`src/rtl/synch_mod_n_counter_7.sv`:
```
// Synchronous modulo-N clock divider. Odd N with DUTY_50 set uses a falling-edge
// copy of the rising-edge phase register to stretch the high phase by half a cycle.
module synch_mod_n_counter_7 #(
  parameter int N       = 7,
  parameter int DUTY_50 = 1,
  parameter int W       = (N < 2) ? 1 : $clog2(N)
) (
  input  logic clk,
  input  logic rst_n,
  output logic clk_out
);

  localparam int            H       = N / 2;
  localparam logic [W-1:0]  CNT_MAX = W'(N - 1);
  localparam logic [W-1:0]  H_W     = W'(H);

  logic [W-1:0] r_cnt;
  logic [W-1:0] w_cnt_nxt;
  logic         r_pos_q;

  if (N < 2) begin : g_bad_n
    $error("synch_mod_n_counter_7: N must be at least 2");
  end

  always_comb begin
    w_cnt_nxt = (r_cnt == CNT_MAX) ? '0 : r_cnt + W'(1);
  end

  // Reset parks the counter at N-1 so the first counting edge wraps to 0 and
  // starts a full-length high phase.
  always_ff @(posedge clk or posedge rst_n) begin
    if (rst_n) begin
      r_cnt   <= CNT_MAX;
      r_pos_q <= 1'b0;
    end else begin
      r_cnt   <= w_cnt_nxt;
      r_pos_q <= (w_cnt_nxt < H_W);
    end
  end

  if (((N % 2) == 1) && (DUTY_50 != 0)) begin : g_half_cycle
    logic r_neg_q;

    // neg_q is still 0 when pos_q rises and still 1 when pos_q falls, so the
    // OR output has exactly one rise and one fall per period.
    always_ff @(negedge clk or posedge rst_n) begin
      if (rst_n) begin
        r_neg_q <= 1'b0;
      end else begin
        r_neg_q <= r_pos_q;
      end
    end

    assign clk_out = r_pos_q | r_neg_q;
  end else begin : g_rise_only
    assign clk_out = r_pos_q;
  end

endmodule

```
`config.mk`:
```
export PLATFORM = sky130hd
export DESIGN_NAME = synch_mod_n_counter_7
export DESIGN_NICKNAME = d
export VERILOG_FILES = /design/src/rtl/synch_mod_n_counter_7.sv
export SDC_FILE = /design/constraint.sdc
export NUM_CORES = 1
export LEC_CHECK = 0
export ABC_CLOCK_PERIOD_IN_PS = 1100
export BUFFER_PORTS_ARGS = -buffer_cell sky130_fd_sc_hd__buf_2
export CELL_PAD_IN_SITES_DETAIL_PLACEMENT = 1
export CELL_PAD_IN_SITES_GLOBAL_PLACEMENT = 1
export CORE_AREA = 2 2 39 41
export CTS_CLUSTER_SIZE = 12
export DETAILED_ROUTE_END_ITERATION = 6
export DIE_AREA = 0 0 41 43
export PLACE_DENSITY = 0.41
export SLEW_MARGIN = 20
export SYNTH_ARGS = -nofsm -noshare
export SYNTH_HDL_FRONTEND = slang
export SYNTH_SLANG_ARGS = --single-unit
export TNS_END_PERCENT = 10
```
`constraint.sdc`:
```
create_clock -name clk -period 1.1 [get_ports clk]
set_clock_uncertainty 0.15 [all_clocks]
set_input_delay 0.165 -clock clk [delete_from_list [all_inputs] [get_ports clk]]
set_output_delay 0.165 -clock clk [all_outputs]
set_load 0.02 [all_outputs]
```
==> flow_summary.ini <==
[status]
outcome = complete, but fails checks
violations = setup timing

[floorplan]
die_h_um = 43
io_pins = 3
placementRows = 14
die_x_um = 41
core_area_sq_um = 1384
start_util_pct = 13.20
dieArea_sq_um = 1763

[synthesis]
synthDistinctLibCells = 11
dominantRegCellSynth = dfstp_2
ys_seq_area_share_pct = 69.86
synthArstFlopShare_pct = 100.0
netlist_instances = 14
yosys-top-cells-area = dfstp_2, dfrtp_1, dfrtn_1, mux2i_1, nand2b_2
synth-edff-count = 0
yosysWarningCount = 0
synth_top_area_share_pct = 28.77
synth_area_sq_um = 182.7
synth_nets = 16
avgSynthCellArea_sq_um = 13.05
synth_top_area_cell = dfstp_2
synth_common_cells = dfrtp_1, dfstp_2, inv_1
ys_seq_elements = 5

[placed_design]
dp_hpwl_um = 239.1
place_inst = 32
placed_area_sq_um = 215.2
gp_congestion = 0.6580
port_buffers = 2

[drt]
drc_errors = 0
via_count = 119
vias_per_cell = 3.216
drtIter0Drc = 0
routedWlPerCell_um = 9.514
dr.pass1.iters = 1
ant_nets = 0
drt-total-wl_um = 352

[cts]
cts.sink_count = 5
clk_path_buf_depth = 2
clk_transition_reported_paths_ns = 0.04
post-cts-setup-buffer-count = 0
cts_tree = done
cts.htree.levels = 1
cts-buffers-inserted = 3
clock-root-buffer = clkbuf_4
clkLatencyLatePin_ns = 0.24

[power]
clkPwrFrac_pct = 52.5
p_sw_share_pct = 19.95
intPower_w = 0.0003263
netSwitchingPower_w = 0.00008129
leakagePower_nw = 0.1115
seqPwrFrac_pct = 45.4
power_density_nw_per_um2 = 1581
peakVddDrop_mv = 0.6031
combPwrFrac_pct = 2.1

[final_layout]
fin_cells = 37
syn2layout_area_growth_pct = 41.10
drive_gt1_share_pct = 42.86
antenna_cells = 0
final_cell_area_sq_um = 257.7
utilization_pct = 18.63
final_net_count = 24

[timing]
slew_viol_final = 0
hold_viol_final = 0
worst_slew_pin_slew_ns = 0.2166
rsz0062_at_grt = yes
max-slew-margin-rel_pct = 85.51
setup_ws_ns = -0.7037
hold_ws_ns = 0.02957
setup_viol = 2

[grt]
grt_use_total_pct = 6.263
antenna_found_initial = 0
gr-usage-met3_pct = 7.853
grt_util_met2_pct = 8.125
use_met1_pct = 3.934
grt.overflow.total = 0
grt_max_degree = 5
busiest_layer = met2
grt_pass1_vias = 147
grt_first_pass_wirelength_um = 579

[flow_run]
cap_violations = 0

[critical_path]
worst_path_max_delay_cell = dfrtn_1
critical_path_class = reg -> out
endpoint_kind = output pin
cp.arrival_ns = 1.49
cp-start-kind = register
slowest_delay_ns = 0.33
path_cells = or2_4 > buf_6
path_max_fanout = 1
cp.required_ns = 0.78

[worst_hold_path]
hp-class = in -> async
==> flip-flops by register name, indices dropped and copies added (netlist names) <==
name and cells:
g_half_cycle.r_neg_q 1, r_pos_q 1, r_cnt 3
==> placed cells by master, fill, tap and decap left out, drive strengths merged <==
| master | netlist | routed |
|---|---|---|
| clkbuf | 0 | 4 |
| inv | 2 | 2 |
| dfrtp | 2 | 2 |
| dfstp | 2 | 2 |
| nand2b | 2 | 2 |
| buf | 0 | 2 |
| a21oi | 1 | 1 |
| o21ai | 1 | 1 |
| mux2i | 1 | 1 |
| or2 | 1 | 1 |
| and2 | 1 | 1 |
| dfrtn | 1 | 1 |
| dlygate4sd3 | 0 | 1 |
==> per-layer routing <==
layer | up-vias | wire length, um
li1 | 58 | -
met1 | 58 | 142
met2 | 3 | 188
met3 | 0 | 21
met4 | 0 | 0
met5 | - | 0
==> cells by family (layout without fill, tap and decap cells) <==
family | Yosys count | after routing | share of synthesized area, %
buffers and inverters | 2 | 9 | 4.111
and+or+nand+nor | 4 | 4 | 15.08
DFF | 5 | 5 | 69.86
muxes | 1 | 1 | 5.480
AOI/OAI and AO/OA | 2 | 2 | 5.474
==> worst max-delay path: cells and delay by family (launching register included) <==
kind	cells	cell delay, ns
AND/OR/NAND/NOR	1	0.23
buffers and inverters	1	0.13
flip-flops	1	0.33
==> per-stage QoR <==
stage / setup WS (ns) / TNS [ns] / total power (W)
6_report: -0.7037 / -0.8241 / 0.0004076
5_1_grt: -0.7326 / -0.8773 / 0.0004327
4_1_cts: -0.7145 / -0.8436 / 0.0004199
3_5_place_dp: -0.4505 / -0.5840 / 0.0001932
3_3_place_gp: -0.4374 / -0.5537 / 0.0001926
2_1_floorplan: -0.3190 / -0.4286 / 0.0001905
==> layout make-up <==
type | instances | area (sq um)
clock buffer | 4 | 26.28
fill | 164 | 1126
inverter | 2 | 7.507
multi-input combinational | 7 | 50.05
sequential | 5 | 127.6
tap | 16 | 20.02
timing repair buffer | 3 | 26.28
==> power groups by stage <==
stage | clock, W | combinational, W | sequential [W]
finish | 0.000214 | 0.00000841 | 0.000185
global route | 0.000239 | 0.00000924 | 0.000185
CTS | 0.000226 | 0.00000868 | 0.000185
detailed placement | 0 | 0.00000565 | 0.000188
global placement | 0 | 0.00000506 | 0.000188
floorplan | 0 | 0.00000292 | 0.000188
==> worst paths after layout <==
| check | slack [ns] | cells past startpoint | startpoint | endpoint |
|---|---|---|---|---|
| max | -0.70 | 2 | g_half_cycle.r_neg_q | clk_out |
| min | 0.03 | 2 | rst_n | g_half_cycle.r_neg_q |
| max reg2reg | -0.12 | 0 | r_pos_q | g_half_cycle.r_neg_q |
| min reg2reg | 0.27 | 1 | r_cnt[0] | r_cnt[0] |
| max in group asynchronous | 0.31 | 3 | rst_n | r_cnt[1] |
| min in group clk | 0.27 | 1 | r_cnt[0] | r_cnt[0] |
==> timing repair <==
item,in CTS,in global routing
endpoints found under the hold margin,4,0
gates resized for setup,2,0
hold buffers,1,0
endpoints found under the setup margin,2,2
Power figures use the tool's default switching activity.
